==> config.mk <==
export PLATFORM = sky130hd
export DESIGN_NAME = dft_sink_framer
export DESIGN_NICKNAME = d
export VERILOG_FILES = /design/src/rtl/dft_framer_pkg.sv /design/src/rtl/dft_size_lut.sv /design/src/rtl/dft_sink_framer.sv
export SDC_FILE = /design/constraint.sdc
export NUM_CORES = 1
export LEC_CHECK = 0
export BUFFER_PORTS_ARGS = -buffer_cell sky130_fd_sc_hd__buf_2
export CAP_MARGIN = 20
export CORE_ASPECT_RATIO = 0.75
export CORE_UTILIZATION = 59
export CTS_CLUSTER_SIZE = 10
export DETAILED_ROUTE_END_ITERATION = 7
export GPL_ROUTABILITY_DRIVEN = 0
export PLACE_DENSITY = 0.87
export SLEW_MARGIN = 20
export SYNTH_ARGS = -nofsm -noshare
export SYNTH_HDL_FRONTEND = slang
export SYNTH_HIERARCHICAL = 1
export SYNTH_SLANG_ARGS = --single-unit
==> constraint.sdc <==
create_clock -name clk -period 4.5 [get_ports clk]
set_input_delay 0.9 -clock clk [delete_from_list [all_inputs] [get_ports clk]]
set_output_delay 0.9 -clock clk [all_outputs]
set_load 0.05 [all_outputs]
==> src/rtl/dft_framer_pkg.sv <==
`timescale 1ns/1ps
`default_nettype none
// ============================================================================
// Module      : dft_framer_pkg
// Description : Shared types and constants for the DFT sink framer and the
//               size-code lookup. Holds the framer state encoding, the
//               36-entry size-code to point-count table, the largest legal
//               size code and the point-count width.
// Revision    : 1.0 - initial release
// ============================================================================
package dft_framer_pkg;

   localparam int PTS_W     = 11;
   localparam int NUM_SIZES = 36;

   // Largest legal size code; anything above is rejected with err_size.
   localparam logic [5:0] SIZE_MAX = 6'd35;

   typedef enum logic [1:0] {
      ST_IDLE  = 2'd0,
      ST_SEND  = 2'd1,
      ST_DRAIN = 2'd2,
      ST_GAP   = 2'd3
   } state_e;

   // Supported transform lengths, ascending by size code.
   localparam logic [PTS_W-1:0] SIZE_PTS [0:NUM_SIZES-1] = '{
      11'd12,   11'd24,   11'd36,   11'd48,   11'd60,   11'd72,
      11'd96,   11'd108,  11'd120,  11'd144,  11'd180,  11'd192,
      11'd216,  11'd240,  11'd288,  11'd300,  11'd324,  11'd360,
      11'd384,  11'd432,  11'd480,  11'd540,  11'd576,  11'd600,
      11'd648,  11'd720,  11'd768,  11'd864,  11'd900,  11'd960,
      11'd972,  11'd1080, 11'd1152, 11'd1200, 11'd1296, 11'd1536
   };

endpackage : dft_framer_pkg
`default_nettype wire

==> src/rtl/dft_size_lut.sv <==
`timescale 1ns/1ps
`default_nettype none
// ============================================================================
// Module      : dft_size_lut
// Description : Combinational size-code decoder. Maps a 6-bit size code to
//               its DFT point count and flags whether the code is legal.
//               Illegal codes return a point count of zero.
// Ports       : code  - size code in
//               pts   - point count out (PTS_W bits)
//               legal - high when code <= SIZE_MAX
// Revision    : 1.0 - initial release
// ============================================================================
module dft_size_lut
   import dft_framer_pkg::*;
(
   input  logic [5:0]       code,
   output logic [PTS_W-1:0] pts,
   output logic             legal
);

   always_comb begin
      legal = (code <= SIZE_MAX);
      pts   = '0;
      if (legal) begin
         pts = SIZE_PTS[code];
      end
   end

endmodule : dft_size_lut
`default_nettype wire

==> src/rtl/dft_sink_framer.sv <==
`timescale 1ns/1ps
`default_nettype none
// ============================================================================
// Module      : dft_sink_framer
// Description : Transmit-side framer for the mixed-radix DFT sink interface.
//               Accepts a frame request (size code + inverse flag), pulls
//               exactly pts samples from an upstream valid/ready stream,
//               presents them as one sop..eop frame through a single output
//               register stage that honours sink_ready, then holds off the
//               next request for a minimum inter-frame gap.
// Parameters  : DW      - sample component width
//               GAP_MIN - idle cycles after the eop handshake (0..255)
// Ports       : clk, rst_n (synchronous, active-low)
//               req_valid/req_ready/req_size/req_inverse - frame request
//               in_valid/in_ready/in_real/in_imag        - upstream samples
//               in_last                                  - early end (option)
//               sink_valid/sink_ready/sink_sop/sink_eop/
//               sink_real/sink_imag                      - to the DFT core
//               size, inverse - latched request fields for the DFT
//               busy          - framer not idle
//               err_size      - one-cycle pulse on an illegal size code
// Options     : DFT_FRAMER_PAD_EN - adds in_last; an early in_last makes the
//               framer zero-pad the rest of the frame.
// Revision    : 1.0 - initial release
// ============================================================================
module dft_sink_framer
   import dft_framer_pkg::*;
#(
   parameter int DW      = 18,
   parameter int GAP_MIN = 16
) (
   input  logic          clk,
   input  logic          rst_n,
   input  logic          req_valid,
   output logic          req_ready,
   input  logic [5:0]    req_size,
   input  logic          req_inverse,
   input  logic          in_valid,
   output logic          in_ready,
   input  logic [DW-1:0] in_real,
   input  logic [DW-1:0] in_imag,
`ifdef DFT_FRAMER_PAD_EN
   input  logic          in_last,
`endif
   output logic          sink_valid,
   input  logic          sink_ready,
   output logic          sink_sop,
   output logic          sink_eop,
   output logic [DW-1:0] sink_real,
   output logic [DW-1:0] sink_imag,
   output logic [5:0]    size,
   output logic          inverse,
   output logic          busy,
   output logic          err_size
);

   localparam logic [7:0] GAP_LOAD = 8'(GAP_MIN);

   state_e           state_q,      state_d;
   logic [PTS_W-1:0] pts_q,        pts_d;
   logic [PTS_W-1:0] count_q,      count_d;
   logic [5:0]       size_q,       size_d;
   logic             inverse_q,    inverse_d;
   logic             sink_valid_q, sink_valid_d;
   logic             sink_sop_q,   sink_sop_d;
   logic             sink_eop_q,   sink_eop_d;
   logic [DW-1:0]    sink_real_q,  sink_real_d;
   logic [DW-1:0]    sink_imag_q,  sink_imag_d;
   logic [7:0]       gap_q,        gap_d;
   logic             err_size_q,   err_size_d;
   logic             pad_q,        pad_d;
   logic             req_ready_q,  req_ready_d;

   logic [PTS_W-1:0] lut_pts;
   logic             lut_legal;
   logic             last_flag;
   logic             out_free;
   logic             in_hs;
   logic             take;
   logic             is_last;

   dft_size_lut u_size_lut (
      .code  (req_size),
      .pts   (lut_pts),
      .legal (lut_legal)
   );

`ifdef DFT_FRAMER_PAD_EN
   assign last_flag = in_last;
`else
   assign last_flag = 1'b0;
`endif

   // The output register can take a new beat when empty or being drained.
   assign out_free = !sink_valid_q || sink_ready;
   assign in_ready = (state_q == ST_SEND) && !pad_q && out_free;
   assign in_hs    = in_valid && in_ready;
   // A beat is loaded either from upstream or, while padding, as a zero.
   assign take     = in_hs || ((state_q == ST_SEND) && pad_q && out_free);
   assign is_last  = (count_q == (pts_q - PTS_W'(1)));

   always_comb begin
      state_d      = state_q;
      pts_d        = pts_q;
      count_d      = count_q;
      size_d       = size_q;
      inverse_d    = inverse_q;
      sink_valid_d = sink_valid_q;
      sink_sop_d   = sink_sop_q;
      sink_eop_d   = sink_eop_q;
      sink_real_d  = sink_real_q;
      sink_imag_d  = sink_imag_q;
      gap_d        = gap_q;
      pad_d        = pad_q;
      err_size_d   = 1'b0;

      case (state_q)
         ST_IDLE: begin
            if (req_valid && req_ready_q) begin
               if (lut_legal) begin
                  pts_d     = lut_pts;
                  size_d    = req_size;
                  inverse_d = req_inverse;
                  count_d   = '0;
                  pad_d     = 1'b0;
                  state_d   = ST_SEND;
               end else begin
                  err_size_d = 1'b1;
               end
            end
         end

         ST_SEND: begin
            if (take) begin
               sink_valid_d = 1'b1;
               sink_sop_d   = (count_q == '0);
               sink_eop_d   = is_last;
               sink_real_d  = pad_q ? '0 : in_real;
               sink_imag_d  = pad_q ? '0 : in_imag;
               count_d      = count_q + PTS_W'(1);
               if (is_last) begin
                  pad_d   = 1'b0;
                  state_d = ST_DRAIN;
               end else if (in_hs && last_flag) begin
                  pad_d = 1'b1;
               end
            end else if (sink_ready) begin
               // Beat consumed (or register already empty) with nothing new.
               sink_valid_d = 1'b0;
               sink_sop_d   = 1'b0;
               sink_eop_d   = 1'b0;
            end
         end

         ST_DRAIN: begin
            // Only the eop beat can be pending here.
            if (sink_valid_q && sink_ready) begin
               sink_valid_d = 1'b0;
               sink_sop_d   = 1'b0;
               sink_eop_d   = 1'b0;
               gap_d        = GAP_LOAD;
               state_d      = (GAP_MIN == 0) ? ST_IDLE : ST_GAP;
            end
         end

         ST_GAP: begin
            if (gap_q == 8'd0) begin
               state_d = ST_IDLE;
            end else begin
               gap_d = gap_q - 8'd1;
            end
         end

         default: begin
            state_d = ST_IDLE;
         end
      endcase

      // Registered so that it reads 0 in the cycle right after reset.
      req_ready_d = (state_d == ST_IDLE);
   end

   always_ff @(posedge clk) begin
      if (!rst_n) begin
         state_q      <= ST_IDLE;
         pts_q        <= '0;
         count_q      <= '0;
         size_q       <= '0;
         inverse_q    <= 1'b0;
         sink_valid_q <= 1'b0;
         sink_sop_q   <= 1'b0;
         sink_eop_q   <= 1'b0;
         sink_real_q  <= '0;
         sink_imag_q  <= '0;
         gap_q        <= '0;
         err_size_q   <= 1'b0;
         pad_q        <= 1'b0;
         req_ready_q  <= 1'b0;
      end else begin
         state_q      <= state_d;
         pts_q        <= pts_d;
         count_q      <= count_d;
         size_q       <= size_d;
         inverse_q    <= inverse_d;
         sink_valid_q <= sink_valid_d;
         sink_sop_q   <= sink_sop_d;
         sink_eop_q   <= sink_eop_d;
         sink_real_q  <= sink_real_d;
         sink_imag_q  <= sink_imag_d;
         gap_q        <= gap_d;
         err_size_q   <= err_size_d;
         pad_q        <= pad_d;
         req_ready_q  <= req_ready_d;
      end
   end

   assign req_ready  = req_ready_q;
   assign sink_valid = sink_valid_q;
   assign sink_sop   = sink_sop_q;
   assign sink_eop   = sink_eop_q;
   assign sink_real  = sink_real_q;
   assign sink_imag  = sink_imag_q;
   assign size       = size_q;
   assign inverse    = inverse_q;
   assign busy       = (state_q != ST_IDLE);
   assign err_size   = err_size_q;

endmodule : dft_sink_framer
`default_nettype wire

==> summary.txt, run 1 <==
Yosys
  • Mapped Area: roughly 4300 um^2
  • Number of enable flip-flop cells after synthesis: 0
  • Dominant cell type by area after synthesis: dfxtp_1
  • Top post-synthesis cells by count: nand2_1, dfxtp_1, a21boi_0
  • Asr flop ratio synth: 0%
  • Synth top area share: a little under two fifths
  • Top cells by area, synth: dfxtp_1, nand2_1, a21boi_0, ha_1, xor2_1
  • Distinct cell type count after synthesis: 69
  • Yosys warning count: 6
  • Commonest register cell after synthesis: dfxtp_1
  • Count leader, synth: nand2_1
  • Flops & latches, synth: 80
  • Post-Syn Instances: 538
  • Avg Inst Size Synth: around 8.0 um^2
  • Post-synthesis sequential area ratio: 37.1%

STA
  • Final Slew Violations: 0
  • Tmin final: roughly 2.5 ns
  • Period utilization: 55.4%
  • Fmax: roughly 400 MHz
  • Hold Vio Cnt, Final: 0
  • RSZ-0062 raised after global routing: false
  • Setup-failing EPs final: 0
  • Worst Tran Pin Value: around 0.67 ns
  • Slew HR: between 50 and 60%
  • Clock skew: between 0.01 and 0.015 ns
  • TNS Setup: 0 ns

Placement
  • Post-placement cell area: roughly 4800 um^2
  • Hpwl dp: around 7.4 mm
  • Port bufs: 97

GRT
  • First-pass GRT wire length: ~17 mm
  • GRT Total Usage: around 28%
  • Initial antenna violation count: 1
  • Gr ovfl total: 0
  • Vias in the first global route: about 3,600
  • Largest net degree at the start of global routing: 51

Layout
  • Post-layout instance area: roughly 5000 um^2
  • P&R area growth vs syn: 15.3%
  • Final-layout fill cell count: 526
  • Fin nets: just under 700
  • Ratio of cells with drive above 1 in the final layout: roughly a fifth

Drt
  • DRT Wirelength: 10.4 mm
  • Detailed Routing Iterations Pass 1: 6
  • Final ANT Viol Nets: 0
  • Vias post-DR: roughly 4,000
  • DR DRC count: 0
  • Drt via density: roughly 5.7
  • DRT iter0 DRCs: 337
  • DR WL/cell: around 15 um

Clock tree
  • Clock insertion delay at the later pin of the skew report: around 0.36 ns
  • H-tree lvl count: 3
  • Clock transition at path regs: ~0.080 ns
  • # clock sinks: 80
  • Max clock buf depth: 2
  • Clock root cell: clkbuf_8
  • Hold-fix buffers, CTS: 0
  • Postcts setup bufs: 0
  • TritonCTS buffer count: 9
  • CTS resizes: 0
  • TritonCTS clock tree: built

Status
  • Status: completed

Die
  • Initial Utilization: just over 60%
  • Die Height: 76.1 um
  • Rows: 26
  • Core area: around 6900 um^2
  • Die area: 7670 um^2
  • Die X: 101 um
  • Top Ports: between 90 and 100

Power
  • P_leak: around 0.0021 uW
  • Power per cell area: approximately 310 nW/um^2
  • Worst vdd ir: between 0.2 and 0.3 mV

Flow run
  • Max-Cap Viols: 0

Setup path
  • Crit end category: register
  • CP required: 4.76 ns
  • Crit path cell chain: inv_1, ha_1, nor3b_1, nand2_1, xnor2_1, nor4_2, o2111ai_1, and4_1
  • Crit path kind: reg -> reg
  • CP arrival: ~2.8 ns
  • CP max FO: 8
  • Max stage delay on crit path: around 0.48 ns
  • Critical Path Start Type: register
  • Max stage delay cell, worst path: nor3b_1

Hold path
  • Hold crit path type: reg -> reg
==> cells by family after synthesis <==
logic type / Yosys count / synth area share (%)
AOI/OAI and AO/OA: 114 / 19.7
muxes: 6 / 1.68
and+or+nand+nor: 244 / 26.5
DFF: 80 / 37.1
other: 1 / 0.0868
xor gates and xnor gates: 26 / 5.27
buffers and inverters: 54 / 5.91
adders and majority gates: 13 / 3.77
==> power breakdown <==
| group | switching (uW) | internal, uW |
|---|---|---|
| clock network | 263 | 308 |
| logic | 153 | 79.7 |
| registers | 13.4 | 723 |
| total | 429 | 1110 |
==> state kept, by name, indices dropped and copies added (netlist names) <==
| signal | cells |
|---|---|
| count_q | 11 |
| err_size | 1 |
| gap_q | 8 |
| inverse | 1 |
| pts_q | 11 |
| req_ready | 1 |
| sink_eop | 1 |
| sink_imag | 18 |
| sink_real | 18 |
| sink_sop | 1 |
| sink_valid | 1 |
| size | 6 |
| state_q | 2 |
==> worst paths after layout <==
kind | start | to | slack (ns) | cells past startpoint
max | pts_q[0] | state_q[0] | 2.01 | 8
min | sink_eop | sink_eop | 0.46 | 2
max reg2reg | pts_q[0] | state_q[0] | 2.01 | 8
min reg2reg | sink_eop | sink_eop | 0.46 | 2
==> worst max-delay path: cells and delay by family (launching register included) <==
kind | cells | cell delay, ns
DFF | 1 | 0.41
adders and majority gates | 1 | 0.33
xor gates and xnor gates | 1 | 0.19
AOI/OAI and AO/OA | 1 | 0.22
and+or+nand+nor | 4 | 1.15
buffers and inverters | 1 | 0.10
==> metrics by stage <==
step | setup WS [ns] | std cells | utilization, % | hold WS (ns) | power [uW]
floorplan | 2.00 | 539 | - | 0.455 | 921
global placement | 1.75 | 701 | 68.8 | 0.445 | 973
detailed placement | 1.54 | 701 | 68.8 | 0.454 | 980
CTS | 1.92 | 715 | 71.8 | 0.465 | 1540
global route | 1.84 | 716 | 71.9 | 0.494 | 1600
finish | 2.01 | 716 | 71.9 | 0.460 | 1540
==> metal layers <==
| layer | vias up | wire [um] | global-route usage (%) |
|---|---|---|---|
| li1 | 1978 | - | - |
| met2 | 173 | 4800 | 43.6 |
| met3 | 21 | 860 | 8.99 |
| met5 | - | 0 | 0 |
| met1 | 1874 | 4550 | 37.5 |
| met4 | 0 | 200 | 9.28 |
==> layout make-up <==
class | instances | area, um^2 | share of cell area, %
Sequential cell | 80 | 1600 | 32.2
Clock buffer | 9 | 124 | 2.49
Timing Repair Buffer | 101 | 515 | 10.3
Multi-Input combinational cell | 405 | 2470 | 49.6
Antenna cell | 1 | 2.50 | 0.0502
Tap cell | 98 | 123 | 2.46
Inverter | 17 | 63.8 | 1.28
Clock inverter | 5 | 82.6 | 1.66
==> cells in the final DEF (no fill, tap or decap), types with 5 or more instances in the layout <==
master,instances
buf_2,97
nand2b_1,5
xor2_1,14
dfxtp_1,80
nand3_1,10
nor2_1,30
a211oi_1,6
inv_1,17
mux2i_1,5
ha_1,13
nand2_1,140
nor3_1,8
nor4_1,7
xnor2_1,12
nand4_1,7
nor2b_1,6
clkbuf_8,9
o21ai_0,7
a21oi_1,13
a21boi_0,56
No activity file was read; power rests on OpenSTA's default activity.
==> run 2, diff against run 1 <==
--- a/config.mk
+++ b/config.mk
@@ -5,14 +5,15 @@
 export SDC_FILE = /design/constraint.sdc
 export NUM_CORES = 1
 export LEC_CHECK = 0
+export ABC_AREA = 1
 export BUFFER_PORTS_ARGS = -buffer_cell sky130_fd_sc_hd__buf_2
 export CAP_MARGIN = 20
 export CORE_ASPECT_RATIO = 0.75
-export CORE_UTILIZATION = 59
+export CORE_UTILIZATION = 54
 export CTS_CLUSTER_SIZE = 10
 export DETAILED_ROUTE_END_ITERATION = 7
 export GPL_ROUTABILITY_DRIVEN = 0
-export PLACE_DENSITY = 0.87
+export PLACE_DENSITY = 0.81
 export SLEW_MARGIN = 20
 export SYNTH_ARGS = -nofsm -noshare
 export SYNTH_HDL_FRONTEND = slang
==> constraint.sdc (replaced) <==
create_clock -name clk -period 2.44 [get_ports clk]
set_input_delay 0.488 -clock clk [delete_from_list [all_inputs] [get_ports clk]]
set_output_delay 0.488 -clock clk [all_outputs]
set_load 0.05 [all_outputs]
==> run 2 against run 1 <==
Critical path type unchanged. Final cell count rose by 13%. Setup slack worse by 1.5 ns. Die area is 4.7% higher. Via count grew 3.3%. Clock skew increased by 0.00055 ns.
==> summary.txt, run 2 <==
Status
  • Status: completed

Layout
  • Final-layout fill cell count: 655 (+25%)
  • Fin nets: 764 (+13%)
  • Commonest cells after routing, fill and taps aside: nand2_1, buf_2, dfxtp_1, a21oi_1, inv_1
  • Fin util: 66.6% (-5.3 points)
  • Ant. Diodes: 0 (-1)
  • Ratio of cells with drive above 1 in the final layout: 20.9% (-0.49 points)
  • Finished Layout Cells: 809 (+13%)
  • Most common cell after layout, fill and taps aside: nand2_1
  • P&R area growth vs syn: 18.9%

Setup path
  • Reg2reg setup slack: 0.48 ns (-1.53 ns)
  • Origin of the critical flop-to-flop path: pts_q[0]
  • Critical Path Source: pts_q[0]
  • Crit end category: register
  • Critical Path Start Type: register
  • Crit path kind: reg -> reg
  • CP required: 2.70 ns (-2.06 ns)
  • Reg-to-Reg End: state_q[0]
  • CP max FO: 7 (-1)
  • Worst setup endpoint: state_q[0]
  • Worst R2R Path Depth: 16 (+8)
  • CP arrival: 2.23 ns (-0.52 ns)

Clock tree
  • Clock insertion delay at the later pin of the skew report: 0.37 ns (about the same)
  • Hold-fix buffers, CTS: 0 (unchanged)
  • TritonCTS buffer count: 9 (unchanged)
  • Clock root cell: clkbuf_8
  • H-tree lvl count: 3 (unchanged)
  • Clock transition at path regs: 0.09 ns (about the same)
  • TritonCTS clock tree: built
  • Max clock buf depth: 2 (unchanged)
  • CTS resizes: 0 (unchanged)
  • Postcts setup bufs: 0 (unchanged)
  • # clock sinks: 80 (unchanged)

Power
  • P_leak: 0.00235 uW (+12%)
  • Final Power: 3040 uW (+97%)
  • Power per cell area: 617 nW/um^2 (+100%)
  • Worst vdd ir: 0.457 mV (+55%)

Die
  • Initial Utilization: 56.0% (-6.4 points)
  • Die Height: 77.8 um (+2.3%)
  • Die X: 103 um (+2.3%)
  • Die area: 8030 um^2 (+4.7%)
  • Core area: 7400 um^2 (+6.8%)
  • Rows: 27 (+3.8%)
  • Top Ports: 98 (unchanged)

Yosys
  • Asr flop ratio synth: 0% (unchanged)
  • Yosys warning count: 6 (unchanged)
  • Dominant cell type by area after synthesis: dfxtp_1
  • Count leader, synth: nand2_1
  • Avg Inst Size Synth: 6.80 um^2 (-15%)
  • Flops & latches, synth: 80 (unchanged)
  • Distinct cell type count after synthesis: 39 (-43%)
  • Mapped Area: 4140 um^2 (-4.1%)
  • Number of enable flip-flop cells after synthesis: 0 (unchanged)
  • Top post-synthesis cells by count: nand2_1, dfxtp_1, a21oi_1
  • Post-Syn Instances: 609 (+13%)
  • Top cells by area, synth: dfxtp_1, nand2_1, a21oi_1, inv_1, nand3_1
  • Synth top area share: 38.7% (+1.6 points)
  • Post-synthesis sequential area ratio: 38.7% (+1.6 points)
  • Commonest register cell after synthesis: dfxtp_1

GRT
  • Vias in the first global route: 3,853 (+5.7%)
  • Largest net degree at the start of global routing: 40 (-22%)
  • Gr ovfl total: 0 (unchanged)
  • Initial antenna violation count: 0 (-1)
  • GRT Total Usage: 27.3% (-1.0 points)
  • First-pass GRT wire length: 17.3 mm (+0.72%)

Drt
  • Drt via density: 5.16 (-8.6%)
  • DRT Wirelength: 10.5 mm (+0.77%)
  • Final ANT Viol Nets: 0 (unchanged)
  • Detailed Routing Iterations Pass 1: 6 (unchanged)
  • Vias post-DR: 4,178 (+3.3%)
  • DR WL/cell: 13.0 um (-11%)
  • DR DRC count: 0 (unchanged)
  • DRT iter0 DRCs: 244 (-28%)

STA
  • Fmax: 509 MHz (+27%)
  • RSZ-0062 raised after global routing: false
  • Clock skew: 0.0110 ns (+0.000551 ns)
  • Setup-failing EPs final: 0 (unchanged)
  • Final Slew Violations: 0 (unchanged)
  • TNS Setup: 0 ns (unchanged)
  • Hold Vio Cnt, Final: 0 (unchanged)
  • Period utilization: 80.5% (+25 points)
  • Tmin final: 1.96 ns (-0.530 ns)
  • Hold Slack: 0.355 ns (-0.104 ns)

Hold path
  • Hold crit path type: in -> reg

Placement
  • Placed insts: 793 (+13%)
  • Port bufs: 97 (unchanged)
  • Hpwl dp: 7.77 mm (+5.2%)

Flow run
  • Max-Cap Viols: 0 (unchanged)
## run 2: metal layers
| layer | global-route usage [%] | wire length (um) | share of wire, % | up-vias |
|---|---|---|---|---|
| met4 | 8.31 | 174 | 1.7 | 0 |
| met3 | 8.65 | 917 | 8.7 | 27 |
| li1 | - | - | - | 2130 |
| met5 | 0 | 0 | 0 | - |
| met2 | 42.1 | 4700 | 45 | 170 |
| met1 | 36.2 | 4710 | 45 | 1851 |
## run 2: power by group
part / total, uW / switching, uW / leakage (uW) / internal [uW]
registers: 1370 / 26.6 / 0.000648 / 1340
logic: 530 / 367 / 0.00158 / 163
clock network: 1140 / 542 / 0.000114 / 597
## run 2: stage by stage
| step | setup WS (ns) | instance area [um^2] |
|---|---|---|
| 2_1_floorplan | 0.562 | 4150 |
| 3_3_place_gp | 0.357 | 4690 |
| 3_5_place_dp | 0.252 | 4690 |
| 4_1_cts | 0.485 | 4930 |
| 5_1_grt | 0.246 | 4930 |
| 6_report | 0.476 | 4930 |
## run 2: layout make-up
class | instances | area (um^2) | area share (%)
Clock buffer | 9 | 124 | 2.51
Sequential cell | 80 | 1600 | 32.5
Tap cell | 101 | 126 | 2.57
Multi-Input combinational cell | 441 | 2180 | 44.2
Timing Repair Buffer | 104 | 538 | 10.9
Clock inverter | 7 | 108 | 2.18
Inverter | 67 | 251 | 5.11
## run 2: worst min path at each step
| stage | end | startpoint | cells past startpoint |
|---|---|---|---|
| after CTS | sink_imag[14] | in_imag[14] | 3 |
| final | sink_imag[14] | in_imag[14] | 3 |
| after global placement | sink_imag[15] | sink_imag[15] | 2 |
| after global routing | sink_imag[5] | in_imag[5] | 3 |
| after detailed placement | sink_imag[0] | sink_imag[0] | 2 |
| after floorplan | gap_q[5] | gap_q[5] | 2 |
## run 2: worst max-delay path, cell delays in order (launching register included)
cell and delay, ns:
dfxtp_1 0.34, inv_1 0.12, ha_1 0.34, inv_1 0.06, nand2_1 0.05, nand2_1 0.07
nand2_1 0.05, nor2_1 0.09, nand2_1 0.06, nor2_1 0.11, nand3_1 0.10, nor2_2 0.10
nand2_2 0.09, nand3_1 0.10, nand3_1 0.08, nand2_1 0.06, inv_1 0.04
## run 2: cells by family (layout without fill, tap and decap cells)
| kind of cell | count (synthesis) | after routing | synth area share (%) |
|---|---|---|---|
| fa+ha+maj | 13 | 13 | 3.93 |
| compound gates | 112 | 112 | 14.0 |
| simple gates | 308 | 308 | 33.2 |
| flops | 80 | 80 | 38.7 |
| xor+xnor | 6 | 6 | 1.27 |
| other cells | 1 | 2 | 0.0905 |
| buf+inv | 89 | 187 | 8.85 |
==> run 3, diff against run 2 <==
--- a/config.mk
+++ b/config.mk
@@ -5,15 +5,15 @@
 export SDC_FILE = /design/constraint.sdc
 export NUM_CORES = 1
 export LEC_CHECK = 0
-export ABC_AREA = 1
+export ABC_AREA = 0
 export BUFFER_PORTS_ARGS = -buffer_cell sky130_fd_sc_hd__buf_2
 export CAP_MARGIN = 20
 export CORE_ASPECT_RATIO = 0.75
-export CORE_UTILIZATION = 54
+export CORE_UTILIZATION = 49
 export CTS_CLUSTER_SIZE = 10
 export DETAILED_ROUTE_END_ITERATION = 7
 export GPL_ROUTABILITY_DRIVEN = 0
-export PLACE_DENSITY = 0.81
+export PLACE_DENSITY = 0.77
 export SLEW_MARGIN = 20
 export SYNTH_ARGS = -nofsm -noshare
 export SYNTH_HDL_FRONTEND = slang
==> constraint.sdc (replaced) <==
create_clock -name clk -period 1.7 [get_ports clk]
set_input_delay 0.34 -clock clk [delete_from_list [all_inputs] [get_ports clk]]
set_output_delay 0.34 -clock clk [all_outputs]
set_load 0.05 [all_outputs]
==> run 3 against run 2 <==
The flow now finishes with violations (negative setup slack). Critical path depth fell by 7. Via count rose by 3.8%. Global-route usage decreased by 1.3 points. Non-clock buffer count up 62. Sequential power grew 42%. Sequential share of layout area fell by 4.8 points. Clock skew shrank 0.0046 ns. Routed wire length is 16% higher. Clock power increased by 75%. Combinational power increased by 44%. Hold slack got worse by 0.11 ns. Critical endpoint unchanged. Highest routed layer unchanged.
==> summary.txt, run 3 (same netlist as run 1, synthesis figures left out) <==
Setup path
  • Critical Path Start Type: register
  • CP required: 1.93 ns (-0.77 ns)
  • CP max FO: 5 (-2)
  • Crit path kind: reg -> reg
  • CP arrival: 2.21 ns (-0.02 ns)
  • Crit end category: register

Placement
  • Pre-CTS WS: -0.265 ns (-0.517 ns)
  • Port bufs: 97 (unchanged)
  • Post-placement cell area: 5310 um^2 (+13%)
  • Hpwl dp: 8.31 mm (+6.9%)
  • Placed insts: 768 (-3.2%)

Clock tree
  • # clock sinks: 80 (unchanged)
  • Clock insertion delay at the later pin of the skew report: 0.34 ns (-0.03 ns)
  • Max clock buf depth: 2 (unchanged)
  • Clock root cell: clkbuf_16
  • TritonCTS buffer count: 9 (unchanged)
  • H-tree lvl count: 3 (unchanged)
  • Hold-fix buffers, CTS: 0 (unchanged)
  • TritonCTS clock tree: built
  • Clock transition at path regs: 0.06 ns (-0.03 ns)

Layout
  • P&R area growth vs syn: 34.6%
  • Ratio of cells with drive above 1 in the final layout: 33.6% (+13 points)
  • Fin nets: 740 (-3.1%)
  • Final-layout fill cell count: 702 (+7.2%)
  • Finished Layout Cells: 792 (-2.1%)
  • Most common cell after layout, fill and taps aside: nand2_1
  • Post-layout instance area: 5810 um^2 (+18%)
  • FF/Latch Area: 1610 um^2 (+0.47%)
  • Commonest cells after routing, fill and taps aside: nand2_1, buf_2, dfxtp_1, buf_4, a21boi_0
  • Ant. Diodes: 0 (unchanged)
  • Multi-input logic area: 2630 um^2 (+21%)

Status
  • Status: finished with violations
  • Failing checks: negative setup slack

GRT
  • GRT Total Usage: 26.0% (-1.3 points)
  • Initial antenna violation count: 0 (unchanged)
  • Largest net degree at the start of global routing: 41 (+2.5%)
  • Gr ovfl total: 0 (unchanged)
  • First-pass GRT wire length: 19.6 mm (+13%)
  • Vias in the first global route: 4,166 (+8.1%)

Power
  • Net Sw Power: 1280 uW (+37%)
  • Combinational Power Share: 16.3% (-1.1 points)
  • Internal power: 3420 uW (+63%)
  • Worst vdd ir: 0.638 mV (+40%)
  • Reg power frac: 41.4% (-3.7 points)
  • Sw frac: 27.3% (-3.5 points)
  • Clk pwr share: 42.3% (+4.8 points)
  • Power per cell area: 809 nW/um^2 (+31%)
  • P_leak: 0.00250 uW (+6.6%)

STA
  • Hold Slack: 0.243 ns (-0.113 ns)
  • RSZ-0062 raised after global routing: true
  • Final Slew Violations: 0 (unchanged)
  • Setup-failing EPs final: 11 (+11)
  • Fmax: 504 MHz (-0.96%)
  • Hold Vio Cnt, Final: 0 (unchanged)
  • Post-route setup slack: -0.283 ns (-0.759 ns)
  • Clock skew: 0.00643 ns (-0.00457 ns)
  • TNS Setup: -2.00 ns (-2.00 ns)
  • Period utilization: 117% (+36 points)
  • Tmin final: 1.98 ns (+0.0191 ns)

Drt
  • DR DRC count: 0 (unchanged)
  • DR WL/cell: 15.4 um (+19%)
  • Detailed Routing Iterations Pass 1: 4 (-2)
  • DRT Wirelength: 12.2 mm (+16%)
  • Drt via density: 5.48 (+6.0%)
  • Vias post-DR: 4,337 (+3.8%)
  • DRT iter0 DRCs: 338 (+39%)
  • Final ANT Viol Nets: 0 (unchanged)

Die
  • Die Height: 83.3 um (+7.0%)
  • Core area: 8490 um^2 (+15%)
  • Die X: 110 um (+7.1%)
  • Top Ports: 98 (unchanged)
  • Rows: 29 (+7.4%)
  • Initial Utilization: 50.9% (-5.1 points)
  • Die area: 9200 um^2 (+15%)

Flow run
  • Max-Cap Viols: 0 (unchanged)

Hold path
  • Hold crit path type: in -> reg
run 3: cell types whose count changed in the layout (fill, tap and decap cells not counted), sizes merged, moves of 9 or more:
| cell | delta |
|---|---|
| nor2 | -24 |
| o21ai | -23 |
| xnor2 | +9 |
| nand2 | -58 |
| nand3 | -27 |
| buf | +60 |
| xor2 | +11 |
| a21oi | -59 |
| a21boi | +58 |
| inv | -52 |
run 3: metal layers:
layer	vias up	global-route usage [%]	routed length, um
met5	-	0	0
met4	0	8.48	142
met3	15	6.50	770
met2	168	43.1	5910
met1	2053	33.0	5400
li1	2101	-	-
run 3: worst paths after layout:
path,cells past startpoint,slack (ns),startpoint,to
setup / recovery,9,-0.28,pts_q[1],state_q[0]
hold reg to reg,2,0.46,sink_imag[13],sink_imag[13]
setup reg to reg,9,-0.28,pts_q[1],state_q[0]
hold / removal,3,0.24,in_imag[13],sink_imag[13]
run 3: area by class of cell:
cell class                      instances  share of cell area (%)
Clock buffer                           11                    4.18
Clock inverter                          5                    1.08
Inverter                               17                    1.10
Multi-Input combinational cell        405                    45.2
Sequential cell                        80                    27.7
Tap cell                              108                    2.33
Timing Repair Buffer                  166                    18.5
run 3: timing repair:
action	in CTS	in global routing
gates resized for setup	14	24
setup buffers	5	3
pin swaps	15	13
endpoints found under the setup margin	11	35
run 3: worst max-delay path, stage by stage (launching register included):
cell	delay [ns]
dfxtp_2	0.33
inv_2	0.06
ha_4	0.16
nor3b_4	0.29
buf_4	0.17
and4bb_2	0.22
a31oi_1	0.05
o21ai_1	0.18
o2111ai_2	0.18
and4_1	0.22
run 3: power by group through the flow:
stage	clock [uW]	combinational (uW)	sequential [uW]
2_1_floorplan	0	359	2100
3_3_place_gp	0	693	1990
3_5_place_dp	0	713	1990
4_1_cts	2010	738	1950
5_1_grt	2080	823	1950
6_report	1990	765	1950
run 3: through the flow:
stage               util (%)  power, uW
floorplan                  -       2460
global placement        62.5       2680
detailed placement      62.5       2700
CTS                     67.1       4690
global route            68.4       4850
finish                  68.4       4700
